==> src/rtl/i8085_pkg.sv <==
// Shared types for the 8085 bus responder: FSM states, bus-cycle kinds, wait-state limit.
package i8085_pkg;

    typedef enum logic [2:0] {
        ST_IDLE,
        ST_ADDR,
        ST_WAIT,
        ST_READ,
        ST_WRITE,
        ST_DONE
    } state_t;

    typedef enum logic [1:0] {
        MEM_RD,
        MEM_WR,
        IO_RD,
        IO_WR
    } bus_cycle_t;

    localparam int WAIT_STATES_MAX = 7;

    function automatic bus_cycle_t cycle_of(input logic io, input logic rd);
        case ({io, rd})
            2'b01:   return MEM_RD;
            2'b00:   return MEM_WR;
            2'b11:   return IO_RD;
            default: return IO_WR;
        endcase
    endfunction

    function automatic logic is_read(input bus_cycle_t c);
        return (c == MEM_RD) || (c == IO_RD);
    endfunction

endpackage

==> src/rtl/i8085_resp_ram.sv <==
// Byte-wide RAM behind the responder: synchronous write port, registered read port.
module i8085_resp_ram
    import i8085_pkg::*;
#(
    parameter int ADDR_BITS = 8
) (
    input  logic                 clk,
    input  logic                 we,
    input  logic [ADDR_BITS-1:0] waddr,
    input  logic [7:0]           wdata,
    input  logic [ADDR_BITS-1:0] raddr,
    output logic [7:0]           rdata
);

    logic [7:0] mem [2**ADDR_BITS];

    always_ff @(posedge clk) begin
        if (we) begin
            mem[waddr] <= wdata;
        end
        rdata <= mem[raddr];
    end

endmodule

==> src/rtl/i8085_bus_responder.sv <==
// 8085 multiplexed-bus memory responder with programmable wait states.
// Define I8085_RESP_IO_EN to also map a 4-byte I/O register file at IO_BASE.
module i8085_bus_responder
    import i8085_pkg::*;
#(
    parameter logic [15:0] BASE_ADDR   = 16'h0000,
    parameter int          ADDR_BITS   = 8,
    parameter int          WAIT_STATES = 0,
    parameter logic [7:0]  IO_BASE     = 8'h40
) (
    input  logic       clk_out,
    input  logic       reset,
    input  logic [7:0] ad_in,
    input  logic [7:0] a_hi,
    input  logic       ale,
    input  logic       rd_n,
    input  logic       wr_n,
    input  logic       io_m,
    output logic [7:0] ad_out,
    output logic       ad_oe,
    output logic       ready
);

    localparam int WS_EFF = (WAIT_STATES > WAIT_STATES_MAX) ? WAIT_STATES_MAX : WAIT_STATES;
    localparam logic [2:0] WS_LOAD = 3'(WS_EFF - 1);
`ifdef I8085_RESP_IO_EN
    localparam logic IO_EN = 1'b1;
`else
    localparam logic IO_EN = 1'b0;
`endif

    state_t     state, state_nxt;
    bus_cycle_t cyc_q, cyc_nxt;
    logic [2:0] wait_cnt, cnt_nxt;
    logic [15:0] addr_q;
    logic       io_q;
    logic       hit_q;
    logic [7:0] wdata_q;

    logic [15:0] new_addr;
    logic [16:0] mem_off_new;
    logic [8:0]  io_off_new;
    logic        new_hit;
    logic        wr_commit;
    logic [7:0]  ram_rdata;
    logic [7:0]  io_rdata;
    logic [7:0]  rd_data;

    // Address decode for the cycle being latched; a negative offset wraps into the upper bits.
    assign new_addr    = {a_hi, ad_in};
    assign mem_off_new = {1'b0, new_addr} - {1'b0, BASE_ADDR};
    assign io_off_new  = {1'b0, ad_in} - {1'b0, IO_BASE};
    assign new_hit     = io_m ? (IO_EN && ((io_off_new >> 2) == 9'd0))
                              : ((mem_off_new >> ADDR_BITS) == 17'd0);

    // A write lands only when the strobe is seen released in WRITE, never on abort or reset.
    assign wr_commit = !reset && !ale && (state == ST_WRITE) && wr_n;

    always_comb begin
        state_nxt = state;
        cnt_nxt   = wait_cnt;
        cyc_nxt   = cyc_q;
        if (ale) begin
            state_nxt = ST_ADDR;
        end else begin
            case (state)
                ST_IDLE: ;
                ST_ADDR: begin
                    if (!hit_q) begin
                        state_nxt = ST_DONE;
                    end else if (!rd_n || !wr_n) begin
                        cyc_nxt = cycle_of(io_q, !rd_n);
                        if (WS_EFF == 0) begin
                            state_nxt = !rd_n ? ST_READ : ST_WRITE;
                        end else begin
                            state_nxt = ST_WAIT;
                            cnt_nxt   = WS_LOAD;
                        end
                    end
                end
                ST_WAIT: begin
                    if (wait_cnt == 3'd0) begin
                        state_nxt = is_read(cyc_q) ? ST_READ : ST_WRITE;
                    end else begin
                        cnt_nxt = wait_cnt - 3'd1;
                    end
                end
                ST_READ:  if (rd_n) state_nxt = ST_IDLE;
                ST_WRITE: if (wr_n) state_nxt = ST_IDLE;
                ST_DONE:  if (rd_n && wr_n) state_nxt = ST_IDLE;
                default:  state_nxt = ST_IDLE;
            endcase
        end
    end

    always_ff @(posedge clk_out) begin
        if (reset) begin
            state    <= ST_IDLE;
            cyc_q    <= MEM_RD;
            wait_cnt <= 3'd0;
            addr_q   <= 16'h0000;
            io_q     <= 1'b0;
            hit_q    <= 1'b0;
            ad_out   <= 8'h00;
            ad_oe    <= 1'b0;
            ready    <= 1'b1;
        end else begin
            state    <= state_nxt;
            cyc_q    <= cyc_nxt;
            wait_cnt <= cnt_nxt;
            if (ale) begin
                addr_q <= new_addr;
                io_q   <= io_m;
                hit_q  <= new_hit;
            end
            ad_oe  <= (state_nxt == ST_READ);
            ready  <= (state_nxt != ST_WAIT);
            ad_out <= (state_nxt == ST_READ) ? rd_data : 8'h00;
        end
    end

    always_ff @(posedge clk_out) begin
        if (!wr_n && !ale) begin
            wdata_q <= ad_in;
        end
    end

    // Read address follows the bus during ALE so data is ready by the first READ cycle.
    i8085_resp_ram #(
        .ADDR_BITS(ADDR_BITS)
    ) u_ram (
        .clk   (clk_out),
        .we    (wr_commit && !io_q),
        .waddr (ADDR_BITS'(addr_q - BASE_ADDR)),
        .wdata (wdata_q),
        .raddr (ale ? ADDR_BITS'(new_addr - BASE_ADDR) : ADDR_BITS'(addr_q - BASE_ADDR)),
        .rdata (ram_rdata)
    );

`ifdef I8085_RESP_IO_EN
    logic [7:0] io_regs [4];
    logic [1:0] io_idx;

    assign io_idx   = 2'(addr_q[7:0] - IO_BASE);
    assign io_rdata = io_regs[io_idx];

    always_ff @(posedge clk_out) begin
        if (wr_commit && io_q) begin
            io_regs[io_idx] <= wdata_q;
        end
    end
`else
    assign io_rdata = 8'h00;
`endif

    assign rd_data = io_q ? io_rdata : ram_rdata;

endmodule
==> config.mk <==
export PLATFORM = sky130hd
export DESIGN_NAME = i8085_bus_responder
export DESIGN_NICKNAME = d
export VERILOG_FILES = /design/src/rtl/i8085_pkg.sv /design/src/rtl/i8085_resp_ram.sv /design/src/rtl/i8085_bus_responder.sv
export SDC_FILE = /design/constraint.sdc
export NUM_CORES = 2
export LEC_CHECK = 0
export BUFFER_PORTS_ARGS = -buffer_cell sky130_fd_sc_hd__clkbuf_2
export CAP_MARGIN = 20
export CELL_PAD_IN_SITES_DETAIL_PLACEMENT = 1
export CELL_PAD_IN_SITES_GLOBAL_PLACEMENT = 1
export CORE_ASPECT_RATIO = 1.5
export CORE_MARGIN = 5
export CORE_UTILIZATION = 50
export CTS_BUF_LIST = sky130_fd_sc_hd__clkbuf_8
export CTS_CLUSTER_DIAMETER = 60
export DETAILED_ROUTE_END_ITERATION = 10
export PLACE_DENSITY_LB_ADDON = 0.1
export REMOVE_ABC_BUFFERS = 1
export SYNTH_ARGS = -nofsm -noshare
export SYNTH_HDL_FRONTEND = slang
export SYNTH_SLANG_ARGS = --single-unit
==> constraint.sdc <==
create_clock -name clk_out -period 4.91 [get_ports clk_out]
set_input_delay 0.491 -clock clk_out [delete_from_list [all_inputs] [get_ports clk_out]]
set_output_delay 0.491 -clock clk_out [all_outputs]
set_load 0.01 [all_outputs]
==> impl_metrics.py <==
metrics = {
    "power": {
        "p_seq_share_pct": 54.6,
        "ir_worst_vdd_uv": 331,
        "p_leak_uw": 0.0301,
        "p_comb_share_pct": 8.2,
        "clkPwrFrac_pct": 37.1,
        "swShare_pct": 24.5,
        "power_density_nw_per_um2": 392,
        "p_switching_uw": 8860,
        "internal_power_uw": 27300,
    },
    "setup_path": {
        "cp.required_ns": 5.76,
        "r2r_slack_ns": 0.24,
        "worstPathCellList": "mux2_8, buf_4, mux4_2, a2111oi_0, buf_4, nor3_1, o41ai_1, buf_4, nand4_1",
        "cp_slowest_cell": "o41ai_1",
        "r2r-start": "addr_q[1]$_SDFFE_PP0P_",
        "r2r-end": "u_ram.rdata[7]$_DFF_P_",
        "criticalPathCategory": "reg -> reg",
        "critPathCaptureType": "register",
        "cp-start-kind": "register",
        "crit_arrival_ns": 5.53,
        "path_max_fanout": 50,
        "crit_top_cell": "buf_4",
        "slowest_delay_ns": 0.82,
        "ff2ff_path_depth": 9,
    },
    "sta": {
        "finClkSkew_ns": 0.0784,
        "finalCritPeriodShare_pct": 95.2,
        "fmax_mhz": 214,
        "period_minus_slack_ns": 4.67,
        "hold_violations": 0,
        "setup_viol_count_final": 0,
        "rsz0062_at_grt": "no",
        "tightestPinTransition_ns": 1.34,
        "maxSlewHeadroom_pct": 10.7,
        "whs_ns": 0.278,
        "slew_violations": 0,
    },
    "global_routing": {
        "met2_usage_pct": 50.1,
        "grt_max_degree": 209,
        "gr-usage-all-layers_pct": 29.4,
        "grt_util_met3_pct": 4.83,
        "first_global_vias": 51929,
        "met1_usage_pct": 36.3,
        "grt_overflow": 0,
        "top_usage_layer": "met2",
        "antenna_found_initial": 7,
        "grt_pass1_wl_um": 367000,
    },
    "clocking": {
        "htreeDepth": 5,
        "clkTransAtPathRegs_ns": 0.07,
        "cts_root_buffer": "clkbuf_8",
        "cts_buffers": 324,
        "tritoncts": "yes",
        "cts_sinks": 2091,
        "clock_latency_ns": 1.04,
        "clock_path_buffers": 4,
        "postCtsSetupRepairBufs": 0,
    },
    "min_path": {
        "hold_class": "in -> reg",
        "holdPathStages": 2,
        "hold_end": "wdata_q[3]$_DFFE_PP_",
        "hp-start": "ad_in[3]",
    },
    "floorplan": {
        "die_w_um": 341,
        "initial_core_util_pct": 50.1,
        "core_um2": 164000,
        "fp-row-count": 182,
        "die_y_um": 506,
        "die_area_um2": 173000,
        "io_pins": 32,
    },
    "logic_synthesis": {
        "synth_area_per_cell_um2": 15.7,
        "postSynthCellCount": 5231,
        "netlist_area_um2": 82100,
        "synth_edf_count": 2056,
        "ys_types": 59,
        "ys_seq_area_share_pct": 76.0,
        "synth_ff_type": "edfxtp_1",
        "async_flop_share_pct": 0,
        "yosys_register_bits": 2091,
        "ys_warn_count": 0,
    },
    "placement": {
        "dpl.hpwl_um": 158000,
        "portBuffers": 31,
        "place_area_um2": 86200,
        "place_congestion": 0.925,
    },
    "layout": {
        "nNetsFinal": 5565,
        "areaGrowthSynthToFinish_pct": 12.3,
        "mostFrequentLayoutCells": "2,056 x edfxtp_1, 834 x nand2_1, 354 x mux2i_1",
        "fillers": 15187,
        "drive_above_1_share_pct": 15.3,
        "design_area_um2": 92200,
        "final_common_cell": "edfxtp_1",
    },
    "detailed_routing": {
        "vias": 49588,
        "drtIter0Drc": 4849,
        "avgViaCountPerCell": 6.29,
        "drt_wl_total_um": 257000,
        "ant_nets": 0,
        "wl_per_cell_um": 32.6,
        "drc": 0,
        "dr.pass1.iters": 5,
    },
    "job": {
        "cap_violations": 0,
    },
    "run_status": {
        "status": "finished clean",
    },
}
[power groups by stage]
| stage | Sequential, uW | Clock, uW | Combinational [uW] |
|---|---|---|---|
| after floorplan | 20300 | 0 | 1740 |
| after global placement | 20100 | 0 | 2900 |
| after detailed placement | 20100 | 0 | 2950 |
| after CTS | 19700 | 13600 | 2970 |
| after global routing | 19700 | 14500 | 3090 |
| final | 19800 | 13400 | 2970 |
[state kept, by name, indices dropped and copies added (netlist names)]
register	cells
ready	1
wait_cnt	3
addr_q	8
cyc_q	1
state	3
io_q	1
ad_oe	1
hit_q	1
wdata_q	8
u_ram.rdata	8
ad_out	8
u_ram.mem	2048
[metal layers]
metal / wire length (um) / vias up / share of wire (%)
met3: 17300 / 524 / 6.7
met1: 95300 / 26042 / 37
met4: 14500 / 4 / 5.7
li1: - / 20908 / -
met2: 130000 / 2110 / 50
met5: 31 / - / 0.012
[synth_stat cells (42+ instances only)]
master / number / area (um^2)
o22ai_1: 104 / 651
mux4_2: 135 / 3040
clkbuf_1: 185 / 694
buf_2: 68 / 340
o221ai_1: 77 / 674
edfxtp_1: 2056 / 61700
a2111oi_0: 68 / 596
nor3_1: 71 / 355
o21ai_0: 97 / 485
nand3_1: 269 / 1350
a21oi_1: 214 / 1070
mux2i_1: 358 / 3580
a31oi_1: 42 / 263
nor2_1: 298 / 1120
a311oi_1: 57 / 499
nand2_1: 843 / 3160
buf_1: 50 / 188
[metrics by stage]
| step | total power, uW | cells | worst slack (ns) | TNS (ns) | utilization, % |
|---|---|---|---|---|---|
| 6_report | 36100 | 7885 | 0.236 | 0 | 56.3 |
| 5_1_grt | 37300 | 7882 | 0.139 | 0 | 56.3 |
| 4_1_cts | 36400 | 7881 | 0.0794 | 0 | 56.3 |
| 3_5_place_dp | 23100 | 7313 | -0.131 | -1.85 | 52.7 |
| 3_3_place_gp | 23000 | 7308 | -0.381 | -0.396 | 52.7 |
| 2_1_floorplan | 22100 | 4883 | -7.54 | -69.26 | - |
[worst max-delay path by stage]
| stage | startpoint | end | slack (ns) | depth (start not counted) |
|---|---|---|---|---|
| 6_report | addr_q[1]$_SDFFE_PP0P_ | u_ram.rdata[7]$_DFF_P_ | 0.24 | 9 |
| 5_1_grt | addr_q[0]$_SDFFE_PP0P_ | u_ram.rdata[2]$_DFF_P_ | 0.14 | 10 |
| 4_1_cts | addr_q[0]$_SDFFE_PP0P_ | u_ram.rdata[4]$_DFF_P_ | 0.08 | 10 |
| 3_5_place_dp | ale | u_ram.rdata[4]$_DFF_P_ | -0.13 | 11 |
| 3_3_place_gp | ale | u_ram.rdata[4]$_DFF_P_ | -0.38 | 9 |
| 2_1_floorplan | ale | u_ram.rdata[2]$_DFF_P_ | -7.54 | 5 |
[final cells by class]
type | count | area, um^2 | share of cell area [%]
diodes | 4 | 10.0 | 0.0109
clock buffers | 335 | 4610 | 5.00
clock inverters | 215 | 1120 | 1.21
inverters | 8 | 30.0 | 0.0326
multi-input cells | 2784 | 18300 | 19.8
flip-flops and latches | 2091 | 62400 | 67.7
well taps | 2116 | 2650 | 2.87
repair buffers | 332 | 3050 | 3.31
[cells by family (layout without fill, tap and decap cells)]
logic type	count (synthesis)	after routing	synth area share, %
mux	497	497	8.13
buf+inv	356	890	2.05
simple gates	1567	1567	7.95
other cells	0	4	0
compound gates	715	715	5.76
flops	2091	2091	76.0
fa+ha+maj	2	2	0.0305
xor+xnor	3	3	0.0320
[worst max-delay path: cells and delay by family, from the launching register on]
family          cells  cell delay, ns
compound gates      2            1.31
mux                 2            0.99
buf+inv             3            1.16
simple gates        2            0.22
flops               1            0.75
[timing repair]
| item | CTS | global route |
|---|---|---|
| hold buffers | 18 | 0 |
| setup endpoints to repair | 0 | 1 |
| gates resized for setup | 0 | 1 |
| hold endpoints to repair | 35 | 0 |
(Power assumes the default switching activity.)
